## config.mk

```make
export PLATFORM = sky130hd
export DESIGN_NAME = pop_rr_c_flat
export DESIGN_NICKNAME = d
export VERILOG_FILES = /design/src/rtl/pop_rr_c_if.sv /design/src/rtl/pop_rr_c.sv /design/src/flat_wrapper.sv
export SDC_FILE = /design/constraint.sdc
export NUM_CORES = 1
export LEC_CHECK = 0
export CAP_MARGIN = 0
export CORE_UTILIZATION = 46
export CTS_CLUSTER_SIZE = 10
export DETAILED_ROUTE_END_ITERATION = 8
export GPL_ROUTABILITY_DRIVEN = 0
export PLACE_DENSITY_LB_ADDON = 0.2
export SYNTH_ARGS = -nofsm -noshare
export SYNTH_HDL_FRONTEND = slang
export SYNTH_SLANG_ARGS = --single-unit
```

## constraint.sdc

```tcl
create_clock -name clk -period 3.4 [get_ports clk]
set_clock_uncertainty 0.15 [all_clocks]
set_input_delay 0.34 -clock clk [delete_from_list [all_inputs] [get_ports clk]]
set_output_delay 0.34 -clock clk [all_outputs]
set_load 0.01 [all_outputs]
```

## src/rtl/pop_rr_c_if.sv

```systemverilog
// ============================================================================
// Module      : pop_rr_c_if
// Description : Bundle of FIFO-side inputs and downstream outputs of pop_rr_c.
// Revision    : 1.0  initial release
// ============================================================================
`default_nettype none

interface pop_rr_c_if #(
    parameter int DW = 6
);
    logic [3:0]    fifo_empty;
    logic [3:0]    fifo_almost_full;
    logic [3:0]    fifo_error;
    logic [3:0]    valid_in;
    logic [DW-1:0] data_in0;
    logic [DW-1:0] data_in1;
    logic [DW-1:0] data_in2;
    logic [DW-1:0] data_in3;
    logic          pause_in;
    logic [3:0]    pop;
    logic [DW-1:0] data_out;
    logic          push_out;
    logic [1:0]    sel_out;
    logic          idle;
    logic          error_out;

    // Master drives the FIFO status/data side and observes the arbiter.
    modport master (
        output fifo_empty, fifo_almost_full, fifo_error, valid_in,
        output data_in0, data_in1, data_in2, data_in3, pause_in,
        input  pop, data_out, push_out, sel_out, idle, error_out
    );

    modport slave (
        input  fifo_empty, fifo_almost_full, fifo_error, valid_in,
        input  data_in0, data_in1, data_in2, data_in3, pause_in,
        output pop, data_out, push_out, sel_out, idle, error_out
    );
endinterface

`default_nettype wire

```

## src/rtl/pop_rr_c.sv

```systemverilog
// ============================================================================
// Module      : pop_rr_c
// Description : Four-FIFO pop arbiter, almost-full priority then round-robin.
// Revision    : 1.0  initial release
// ============================================================================
`default_nettype none

module pop_rr_c #(
    parameter int DW = 6,
    parameter int N  = 4
) (
    input  wire logic   clk,
    input  wire logic   reset,
    pop_rr_c_if.slave   bus
);

    typedef enum logic [4:0] {
        ST_RESET  = 5'b00001,
        ST_IDLE   = 5'b00010,
        ST_ACTIVE = 5'b00100,
        ST_PAUSE  = 5'b01000,
        ST_ERROR  = 5'b10000
    } state_t;

    state_t        state_q;
    state_t        state_d;
    logic [1:0]    last_q;
    logic [DW-1:0] data_q;
    logic          push_q;
    logic [1:0]    sel_q;

    logic [N-1:0]  nonempty;
    logic          af_any;
    logic [1:0]    af_idx;
    logic          rr_any;
    logic [1:0]    rr_idx;
    logic [1:0]    cand;
    logic          gnt_any;
    logic [1:0]    gnt_idx;
    logic          pop_en;
    logic          pop_fire;
    logic [DW-1:0] data_sel;

    assign nonempty = ~bus.fifo_empty;

    // Descending loops let the lowest index / shortest offset overwrite last.
    always_comb begin
        af_any = 1'b0;
        af_idx = 2'd0;
        rr_any = 1'b0;
        rr_idx = 2'd0;
        cand   = 2'd0;
        for (int i = N - 1; i >= 0; i--) begin
            if (nonempty[i] && bus.fifo_almost_full[i]) begin
                af_any = 1'b1;
                af_idx = 2'(i);
            end
        end
        for (int k = N; k >= 1; k--) begin
            cand = last_q + 2'(k);
            if (nonempty[cand]) begin
                rr_any = 1'b1;
                rr_idx = cand;
            end
        end
    end

    assign gnt_any = af_any | rr_any;
    assign gnt_idx = af_any ? af_idx : rr_idx;

    always_comb begin
        state_d = state_q;
        pop_en  = 1'b0;
        case (state_q)
            ST_RESET: state_d = ST_IDLE;
            ST_IDLE: begin
                if (bus.pause_in) begin
                    state_d = ST_PAUSE;
                end else if (|nonempty) begin
                    state_d = ST_ACTIVE;
                end
            end
            ST_ACTIVE: begin
                pop_en = 1'b1;
                if (bus.pause_in) begin
                    state_d = ST_PAUSE;
                end else if (~|nonempty) begin
                    state_d = ST_IDLE;
                end
            end
            ST_PAUSE: begin
                if (!bus.pause_in) begin
                    state_d = (|nonempty) ? ST_ACTIVE : ST_IDLE;
                end
            end
            ST_ERROR: state_d = ST_ERROR;
            default:  state_d = ST_RESET;
        endcase
        if ((state_q != ST_RESET) && (|bus.fifo_error)) begin
            state_d = ST_ERROR;
        end
    end

    assign pop_fire = pop_en && gnt_any && !bus.pause_in && !reset;

    always_comb begin
        data_sel = bus.data_in0;
        case (gnt_idx)
            2'd0:    data_sel = bus.data_in0;
            2'd1:    data_sel = bus.data_in1;
            2'd2:    data_sel = bus.data_in2;
            default: data_sel = bus.data_in3;
        endcase
    end

    always_ff @(posedge clk) begin
        if (reset) begin
            state_q <= ST_RESET;
            last_q  <= 2'd3;
            data_q  <= '0;
            push_q  <= 1'b0;
            sel_q   <= 2'd0;
        end else begin
            state_q <= state_d;
            if (pop_fire) begin
                last_q <= gnt_idx;
            end
            // A grant without valid data still advances last_q but pushes nothing.
            push_q <= pop_fire && bus.valid_in[gnt_idx];
            if (pop_fire && bus.valid_in[gnt_idx]) begin
                data_q <= data_sel;
                sel_q  <= gnt_idx;
            end
        end
    end

    assign bus.pop       = pop_fire ? (N'(1) << gnt_idx) : '0;
    assign bus.data_out  = data_q;
    assign bus.push_out  = push_q;
    assign bus.sel_out   = sel_q;
    assign bus.idle      = (state_q == ST_IDLE) && !reset;
    assign bus.error_out = (state_q == ST_ERROR) && !reset;

endmodule

`default_nettype wire
```

## src/flat_wrapper.sv

```systemverilog
// flat-port wrapper written by rule: the top's interface ports become plain ports
module pop_rr_c_flat 
#(
    parameter int DW = 6,
    parameter int N  = 4
)
  (clk, reset, bus_fifo_empty, bus_fifo_almost_full, bus_fifo_error, bus_valid_in, bus_data_in0, bus_data_in1, bus_data_in2, bus_data_in3, bus_pause_in, bus_pop, bus_data_out, bus_push_out, bus_sel_out, bus_idle, bus_error_out);
  pop_rr_c_if #(.DW(DW)) bus_i ();
  input  wire logic clk;
  input  wire logic reset;
  input wire logic [$bits(bus_i.fifo_empty)-1:0] bus_fifo_empty;
  input wire logic [$bits(bus_i.fifo_almost_full)-1:0] bus_fifo_almost_full;
  input wire logic [$bits(bus_i.fifo_error)-1:0] bus_fifo_error;
  input wire logic [$bits(bus_i.valid_in)-1:0] bus_valid_in;
  input wire logic [$bits(bus_i.data_in0)-1:0] bus_data_in0;
  input wire logic [$bits(bus_i.data_in1)-1:0] bus_data_in1;
  input wire logic [$bits(bus_i.data_in2)-1:0] bus_data_in2;
  input wire logic [$bits(bus_i.data_in3)-1:0] bus_data_in3;
  input wire logic [$bits(bus_i.pause_in)-1:0] bus_pause_in;
  output wire logic [$bits(bus_i.pop)-1:0] bus_pop;
  output wire logic [$bits(bus_i.data_out)-1:0] bus_data_out;
  output wire logic [$bits(bus_i.push_out)-1:0] bus_push_out;
  output wire logic [$bits(bus_i.sel_out)-1:0] bus_sel_out;
  output wire logic [$bits(bus_i.idle)-1:0] bus_idle;
  output wire logic [$bits(bus_i.error_out)-1:0] bus_error_out;
  assign bus_i.fifo_empty = bus_fifo_empty;
  assign bus_i.fifo_almost_full = bus_fifo_almost_full;
  assign bus_i.fifo_error = bus_fifo_error;
  assign bus_i.valid_in = bus_valid_in;
  assign bus_i.data_in0 = bus_data_in0;
  assign bus_i.data_in1 = bus_data_in1;
  assign bus_i.data_in2 = bus_data_in2;
  assign bus_i.data_in3 = bus_data_in3;
  assign bus_i.pause_in = bus_pause_in;
  assign bus_pop = bus_i.pop;
  assign bus_data_out = bus_i.data_out;
  assign bus_push_out = bus_i.push_out;
  assign bus_sel_out = bus_i.sel_out;
  assign bus_idle = bus_i.idle;
  assign bus_error_out = bus_i.error_out;
  pop_rr_c #(.DW(DW), .N(N)) u_core (.clk(clk), .reset(reset), .bus(bus_i));
endmodule
```

# == Word-level counts from Yosys, hierarchy flattened ==
# Cells that the tools add are included.
# op_classes
addsub,3
n_mul,0
div,0
order_cmp,5
n_eq_ne,14
n_shift,1
mux,38
bitwise,2
n_reduce_logical,19
# ops
cell,count
$mux W5,6
$pmux W5 S5,1
$mux W2,9
$pmux W6 S3,1
$lt A2 B3 Y1 const B,5
$mux W1,14
$logic_and A1 B1 Y1,11
$bmux W1 S2,5
$reduce_or A4 Y1,2
$ne A3 B2 Y1 const B,2
$reduce_and A3 Y1,2
$eq A5 B1 Y1 const B,1
$eq A5 B2 Y1 const B,1
$eq A5 B3 Y1 const B,1
$eq A5 B4 Y1 const B,1
$eq A5 B5 Y1 const B,1
$ne A5 B1 Y1 const B,1
$add A2 B2 Y2 const B,2
$mux W4,1
$ne A4 B2 Y1 const B,1
$ne A4 B4 Y1 const B,1
$not A4 Y4,1
$shl A1 B2 Y4 const A,1
$mux W3,1
9 further kinds,10
# word_totals
regBits,16
latchBits,0
ram_bits,0
mem_bits_ro,0
out_inout_bits,15
word_cells,88
n_memories,0

# == Depth between registers and ports, before layout ==
# depth
word_depth,12
mapped_depth,9

# == Worst setup path after synthesis ==
# Ideal clock, no wire load.
# synth_path
path_type,in2out
startpoint,input bus_fifo_empty[3]
endpoint,output bus_pop[2]
arrival_time_ns,1.709
path_slack_ns,1.201
stages,5
n_path_buf,1
path_cell_list,buf_6 > a21boi_1 > o32a_4 > o31ai_1 > nor2_1
# synth_between
elab_chain_cells,12
# synth_lines
element,line_no,source
"start, declared",flat_wrapper.sv:11,input wire logic [$bits(bus_i.fifo_empty)-1:0] bus_fifo_empty;
$not A4 Y4 (*),pop_rr_c.sv:44,assign nonempty = ~bus.fifo_empty;
$bmux W1 S2,pop_rr_c.sv:61,if (nonempty[cand]) begin
$mux W1 (implied by the code),pop_rr_c.sv:61,
$mux W1 (4 in a row),pop_rr_c.sv:61,
$or A1 B1 Y1,pop_rr_c.sv:68,assign gnt_any = af_any | rr_any;
$logic_and A1 B1 Y1 (3 in a row),pop_rr_c.sv:104,assign pop_fire = pop_en && gnt_any && !bus.pause_in && !reset;
$mux W4 (*),pop_rr_c.sv:137,assign bus.pop = pop_fire ? (N'(1) << gnt_idx) : '0;
"end, declared",flat_wrapper.sv:20,output wire logic [$bits(bus_i.pop)-1:0] bus_pop;
# Every way passes the cells marked *; elsewhere a longest branch is shown, timed or not. The select of a mux whose other input is x is not followed.

# == Worst setup path in the final report ==
# layout_path
startpoint,input bus_fifo_empty[3]
endpoint,output bus_pop[0]
# The elaborated chain is that of the path after synthesis.

==> reports/metrics.cfg <==
[critical_path]
regToRegEndpoint = u_core.bus.data_out[5]$_SDFFE_PP0P_
reg2reg_slack_ns = 0.98
critPathArrivalTime_ns = 2.67
cp_max_fo = 11
r2r_cells = 6
criticalPathCategory = in2out
cp-start-kind = input pin
endpoint_kind = output port
cp_data_required_time_ns = 2.91
cp-endpoint = bus_pop[0]
crit_path_start = bus_fifo_empty[3]
r2r-start = u_core.last_q[1]$_SDFFE_PP1P_

[pwr]
powerDensity_nw_per_um2 = 245
p_leak_uw = 0.000681
peakVddDrop_mv = 0.249
fin_total_pwr_uw = 482

[placement]
port_buffers = 57
hpwl_um = 2890

[logic_synthesis]
synth_area_per_cell_um2 = 8.44
yosys-top-cells-area = dfxtp_1 (24%), nor3b_1 (7.3%), a211oi_1 (6.7%)
ys_warn_count = 0
synth_top_cell_area_share_pct = 23.9
netlist_area_um2 = 1340
syn_inst = 159
ys_seq_elements = 16
synth_top_area_cell = dfxtp_1
ys_seq_area_share_pct = 23.9
mappedNetlistNets = 202
synth_cell_types = 53

[global_routing]
overflow = 0
grt_pass1_wl_um = 6400
grt_max_degree = 16
antenna_found_initial = 0
track_usage_pct = 25.0
grt_pass1_vias = 1469

[routing]
via_per_inst = 6.05
wl_um = 3800
drtPass1Iterations = 4
vias = 1488
ant_nets = 0
drtIter0Drc = 46
route.detailed.drc = 0
routedWlPerCell_um = 15.4

[floorplanning]
ios = 58
die-area_um2 = 3140
die_h_um = 56
die_x_um = 56
fp.coreArea_um2 = 2760
initial_core_util_pct = 48.6
rows = 19

[layout]
area_growth_pct = 46.5
finalNetCount = 259
drive_above_1_share_pct = 13.0
fin_util_pct = 71.2
mostFrequentLayoutCells = clkdlybuf4s50_1 (57), dfxtp_1 (16), nor2_1 (14)
final_common_cell = clkdlybuf4s50_1
n_fill_cell = 231
antennaDiodeCount = 0

[clock_tree]
cts_max_path_buffers = 2
post_cts_resized = 0
clock_sinks = 16
tritoncts = built
cts-root-buf = clkbuf_4
cts_hold_buffers = 0
clk_pin_slew_ns = 0.10
insertion_delay_ns = 0.29
cts_buffers = 3
h-tree-depth = 1
post-cts-setup-buffers = 0

[sta]
setup-violations-final = 0
max-slew-margin-rel_pct = 62.0
tightest_slew_ns = 0.565
fmax_ghz = 0.317
finalHoldViolations = 0
whs_ns = 0.354
drv_slew = 0
fin_crit_sh_pct = 92.8
period_needed_ns = 3.16
fin_setup_tns_ns = 0
rsz0062_at_grt = no

[job]
maxCapViolCount = 0

[run_status]
status = finished clean

[worst_hold_path]
min_path_type = reg2reg

==> routing by layer <==
layer	wire length, um	up-vias	track usage [%]
met3	223	2	6.28
li1	-	738	-
met2	1940	47	46.1
met1	1630	701	30.0
met4	10	0	2.44
met5	0	-	0
==> stage by stage <==
step / instance area [um2] / setup slack [ns] / cells
global placement: 1930 / 0.278 / 242
floorplan: 1340 / 1.20 / 159
CTS: 1960 / 0.249 / 246
finish: 1960 / 0.244 / 246
detailed placement: 1930 / 0.268 / 242
global route: 1960 / 0.111 / 246
==> registers in the layout, indices dropped and copies added (netlist names) <==
register             flops
u_core.state_q           5
u_core.bus.push_out      1
u_core.bus.data_out      6
u_core.bus.sel_out       2
u_core.last_q            2
==> logic make-up after synthesis <==
logic type / after synthesis / synth area share (%)
AOI/OAI and AO/OA: 58 / 39.5
xor gates and xnor gates: 2 / 1.31
and+or+nand+nor: 68 / 29.8
buffers and inverters: 15 / 5.60
DFF: 16 / 23.9
==> where the power goes <==
part | switching [uW] | total, uW | internal [uW]
clock | 63.4 | 129 | 65.2
sequential | 3.84 | 194 | 190
combinational | 76.9 | 159 | 82.6
total | 144 | 482 | 338
==> cell usage after synthesis, drive strengths merged <==
master and n:
a211oi 12, nand2 10, o32a 2, and4 1
nor3b 13, o311ai 2, o2111ai 7, clkbuf 4
a21boi 1, and3 4, a2111o 1, a32oi 2
or2 2, o31ai 7, o22ai 1, nand3 2
o21a 1, a311oi 1, o32ai 2, o21bai 2
nor2b 4, inv 6, nor2 15, o211ai 2
a31oi 1, dfxtp 16, o221ai 1, nand2b 3
and2 2, a21oi 3, and3b 1, a221oi 1
o21ai 8, buf 5, nor4 1, xnor2 2
nor3 4, o31a 1, or3 3, and2b 1
nand4 2
==> worst min-delay path by stage <==
stage / depth (start not counted) / startpoint / slack, ns / endpoint
2_1_floorplan: 1 / bus_pause_in / 0.27 / u_core.state_q[2]$_SDFFE_PP0P_
3_3_place_gp: 2 / u_core.bus.sel_out[0]$_SDFFE_PP0P_ / 0.32 / u_core.bus.sel_out[0]$_SDFFE_PP0P_
3_5_place_dp: 2 / u_core.bus.sel_out[1]$_SDFFE_PP0P_ / 0.34 / u_core.bus.sel_out[1]$_SDFFE_PP0P_
4_1_cts: 2 / u_core.bus.sel_out[1]$_SDFFE_PP0P_ / 0.36 / u_core.bus.sel_out[1]$_SDFFE_PP0P_
5_1_grt: 2 / u_core.bus.sel_out[1]$_SDFFE_PP0P_ / 0.38 / u_core.bus.sel_out[1]$_SDFFE_PP0P_
6_report: 2 / u_core.bus.sel_out[1]$_SDFFE_PP0P_ / 0.35 / u_core.bus.sel_out[1]$_SDFFE_PP0P_
==> layout make-up <==
cell class,count,area [um2],area share (%)
Multi-Input combinational cell,128,946,48.2
Timing Repair Buffer,61,601,30.6
Sequential cell,16,320,16.3
Tap cell,31,38.8,1.97
Clock buffer,4,36.3,1.85
Inverter,6,22.5,1.15
==> critical path: stages <==
cell	delay (ns)
clkdlybuf4s50_1	0.66
a21boi_1	0.16
o32a_4	0.40
o31a_1	0.41
nor2_1	0.15
clkdlybuf4s50_1	0.54
(Power assumes the default switching activity.)
==> RTL edit 1 (config.mk and constraints unchanged) <==
Re-encode `state_t` (5 states) as binary, 3 bits wide.
--- a/src/rtl/pop_rr_c.sv
+++ b/src/rtl/pop_rr_c.sv
@@ -14,12 +14,12 @@
     pop_rr_c_if.slave   bus
 );
 
-    typedef enum logic [4:0] {
-        ST_RESET  = 5'b00001,
-        ST_IDLE   = 5'b00010,
-        ST_ACTIVE = 5'b00100,
-        ST_PAUSE  = 5'b01000,
-        ST_ERROR  = 5'b10000
+    typedef enum logic [2:0] {
+        ST_RESET  = 3'd0,
+        ST_IDLE   = 3'd1,
+        ST_ACTIVE = 3'd2,
+        ST_PAUSE  = 3'd3,
+        ST_ERROR  = 3'd4
     } state_t;
 
     state_t        state_q;
Formal check against the unedited RTL: no difference found for any inputs over 10 cycles, from zero or initial values and one cycle with reset high; not proved beyond that.
==> RTL edit 1 against the original RTL <==
Sequential cell count fell by 2; routed wire length fell by 21%; total power fell by 8.4%; non-clock buffer count rose by 2; sequential share of layout area rose by 0.61 points; design area fell by 16%; critical path depth rose by 1; die area fell by 22%; cell count fell by 16%; critical path type unchanged; setup slack got worse by 0.10 ns; sequential power fell by 12%; synthesized area fell by 22%; combinational power fell by 8%.
==> RTL edit 1: results (changes against the original RTL) <==
Place WS 0.171 ns (-0.0975 ns); XOR/XNOR Fraction of Synth Area 0% (-1.3 points); leakage 0.000629 uW (-7.5%); synth cell count leaders 14 x dfxtp_1, 11 x nand2_1, 9 x a21oi_2, 9 x mux2i_1, 9 x nor2_1; status finished clean; Seq/Total Area, Yosys 26.9% (+3.0 points); mux share of post-synthesis cell area 16.6% (+17 points); post-DR vias/cell 5.59 (-7.6%); largest net degree at the start of global routing 17 (+1); share of cells above drive strength 1 17.2% (+4.2 points); Post-DP HPWL 2240 um (-23%); Area contributors post-synth dfxtp_1 27%, mux2i_1 8.7%, a21oi_2 7.6%; Hold EP u_core.bus.data_out[4]; Reg2Reg Depth 8 (+2); routing usage on met1 29.4% (-0.55 points); VDD IR max 0.179 mV (-28%); flop2flop setup slack 0.85 ns (-0.13 ns); complex-gate fraction of the synthesized area 25.0% (-14 points); Max-slew headroom 62.3% (+0.33 points); worst hold start u_core.bus.data_out[4]; M2 GR Usage 44.6% (-1.5 points); wire length of the first global-routing pass 4860 um (-24%); Critical Path Max Stage Delay 0.58 ns (-0.08 ns); initial drt markers 23 (-50%); Final min period 3.26 ns (+0.103 ns); CP arrival 2.77 ns (+0.10 ns); Total Wirelength 3020 um (-21%)
-- RTL edit 1: cell types whose count changed after synthesis, moves of 5 or more --
cell	unedited run	this run
a211oi_1	12	0
o21ai_0	6	1
o21ai_1	1	7
mux2_2	0	6
a21oi_2	0	9
mux2i_1	0	9
nor3b_1	13	1
o31ai_2	6	0
nor2_1	14	9
-- RTL edit 1: how the worst max path moves through the flow --
| stage | start | to | cells after the start |
|---|---|---|---|
| finish | bus_fifo_empty[0] | bus_pop[2] | 7 |
| global route | bus_fifo_empty[0] | bus_pop[3] | 7 |
| global placement | bus_fifo_empty[3] | bus_pop[3] | 7 |
| CTS | bus_fifo_empty[3] | bus_pop[3] | 7 |
| detailed placement | bus_fifo_empty[0] | bus_pop[2] | 7 |
| floorplan | u_core.last_q[0] | u_core.bus.sel_out[1] | 8 |
-- RTL edit 1: worst register-to-register path: stages, from the launching register on --
cell and delay (ns):
dfxtp_1 0.37, nor2b_1 0.17, o21ai_0 0.22, nand4_1 0.12, o22ai_1 0.37, buf_4 0.24
mux2_4 0.37, or3_1 0.36, a21oi_2 0.12
-- RTL edit 1: final cells by class --
type                       instances  area share [%]
multi-input combinational         97            41.1
timing repair buffer              63            37.3
sequential                        14            16.9
clock buffer                       4            2.19
tap                               27            2.04
inverter                           2           0.453
-- RTL edit 1: kinds of logic after synthesis --
family          count (synthesis)
compound gates                 35
buf+inv                        10
flops                          14
mux                            16
simple gates                   46
-- RTL edit 1: repair_timing --
action                                  in CTS  in global routing
gates resized for setup                      0                  1
setup buffers                                0                  0
endpoints found under the hold margin        0                  0
hold buffers                                 0                  0
endpoints found under the setup margin       0                  1
-- RTL edit 1: power by group through the flow --
stage          clock network, uW  registers (uW)  logic, uW
2_1_floorplan                  0             172       82.5
3_3_place_gp                   0             174        142
3_5_place_dp                   0             175        145
4_1_cts                      124             171        146
5_1_grt                      131             171        158
6_report                     124             171        146
-- RTL edit 1: metrics by stage --
stage | util (%) | hold slack [ns] | instances
after floorplan | - | 0.340 | 121
after global placement | 79.2 | 0.313 | 203
after detailed placement | 79.2 | 0.334 | 203
after CTS | 81.0 | 0.344 | 207
after global routing | 81.1 | 0.372 | 207
final | 81.1 | 0.342 | 207
-- RTL edit 1: routing by layer --
metal,part of all wire [%],up-vias
met1,42,518
met2,48,59
met4,2.6,0
met5,0,-
li1,-,571
met3,7.2,9
==> RTL edit 2 (config.mk and constraints unchanged) <==
Without the edit above. `DW` is set to 6 in 3 places; all go to 3.
--- a/src/rtl/pop_rr_c_if.sv
+++ b/src/rtl/pop_rr_c_if.sv
@@ -6,7 +6,7 @@
 `default_nettype none
 
 interface pop_rr_c_if #(
-    parameter int DW = 6
+    parameter int DW = 3
 );
     logic [3:0]    fifo_empty;
     logic [3:0]    fifo_almost_full;
--- a/src/rtl/pop_rr_c.sv
+++ b/src/rtl/pop_rr_c.sv
@@ -6,7 +6,7 @@
 `default_nettype none
 
 module pop_rr_c #(
-    parameter int DW = 6,
+    parameter int DW = 3,
     parameter int N  = 4
 ) (
     input  wire logic   clk,
--- a/src/flat_wrapper.sv
+++ b/src/flat_wrapper.sv
@@ -1,7 +1,7 @@
 // flat-port wrapper written by rule: the top's interface ports become plain ports
 module pop_rr_c_flat 
 #(
-    parameter int DW = 6,
+    parameter int DW = 3,
     parameter int N  = 4
 )
   (clk, reset, bus_fifo_empty, bus_fifo_almost_full, bus_fifo_error, bus_valid_in, bus_data_in0, bus_data_in1, bus_data_in2, bus_data_in3, bus_pause_in, bus_pop, bus_data_out, bus_push_out, bus_sel_out, bus_idle, bus_error_out);
Ports: changed (5 resized); port bits go from 58 to 43. The function was not compared with the original's and may differ.
==> RTL edit 2 against the original RTL <==
Non-clock buffer count fell by 17; design area fell by 26%; setup slack improved by 0.071 ns; synthesized area fell by 28%; critical path depth rose by 1; sequential cell count fell by 3; total power fell by 23%; via count fell by 23%; utilization rose by 2.6 points; routed wire length fell by 27%; worst hold slack got worse by 0.017 ns; register-to-register slack improved by 0.16 ns; critical endpoint is now bus_pop[1].
==> RTL edit 2: results (changes against the original RTL) <==
Total Wirelength 2790 um (-27%); synth cell count leaders 14 x a21oi_1, 13 x dfxtp_1, 11 x nor2_1; Clock Power 94.5 uW (-27%); net switching power 110 uW (-24%); Seq/Total Area, Yosys 27.0% (+3.1 points); Place WS 0.386 ns (+0.118 ns); status finished clean; Critical Path Max Stage Delay 0.59 ns (-0.07 ns); largest net degree at the start of global routing 12 (-4); syn avg cell area 7.48 um^2 (-11%); syn nets 160 (-21%); crit path to bus_pop[1]; flop2flop setup slack 1.14 ns (+0.16 ns); met2 routed WL 1490 um (-23%); gr usage total 26.1% (+1.1 points); Worst R2R End u_core.bus.data_out[1]; post-DR vias/cell 5.71 (-5.7%); VDD IR max 0.242 mV (-3.1%); Max-slew headroom 49.2% (-13 points); Reg2Reg Depth 8 (+2); wire length of the first global-routing pass 4170 um (-35%); Sw Share 29.8% (-0.093 points); Reg clk slew, reported paths 0.08 ns (-0.02 ns); hold_ws 0.338 ns (-0.0165 ns); worst-path fanout max 7 (-4); combinational share of power 31.4% (-1.7 points); DP Area 1420 um^2 (-26%); routing usage on met3 6.42% (+0.14 points); leakage 0.000498 uW (-27%); Yosys cell types 36 (-32%); number of global-route vias before repair 1031 (-30%); max reg flops 5 (-1); M2 GR Usage 50.8% (+4.7 points); WL met3 118 um (-47%); # port buffers 42 (-26%); FMAX 0.324 GHz (+2.3%)
## RTL edit 2: cell types whose count changed after synthesis, sizes merged, moves of 4 or more
| cell | unedited run | this run |
|---|---|---|
| a211oi | 12 | 0 |
| a21oi | 3 | 14 |
| buf | 5 | 1 |
| nand3 | 2 | 11 |
| nor3b | 13 | 0 |
| o2111ai | 7 | 3 |
| o21ai | 8 | 14 |
| o31ai | 7 | 2 |
## RTL edit 2: cell type report
class	instances	area, um^2
clock buffers	4	26.3
fillers	174	514
inverters	4	15.0
multi-input cells	109	677
flip-flops and latches	13	260
well taps	27	33.8
repair buffers	44	435
## RTL edit 2: cells by family (layout without fill, tap and decap cells)
logic type | after synthesis | in the layout | synth area share, %
simple gates | 62 | 62 | 36.7
flops | 13 | 13 | 27.0
buf+inv | 7 | 52 | 2.85
compound gates | 43 | 43 | 29.1
xor+xnor | 1 | 1 | 0.908
mux | 3 | 3 | 3.50
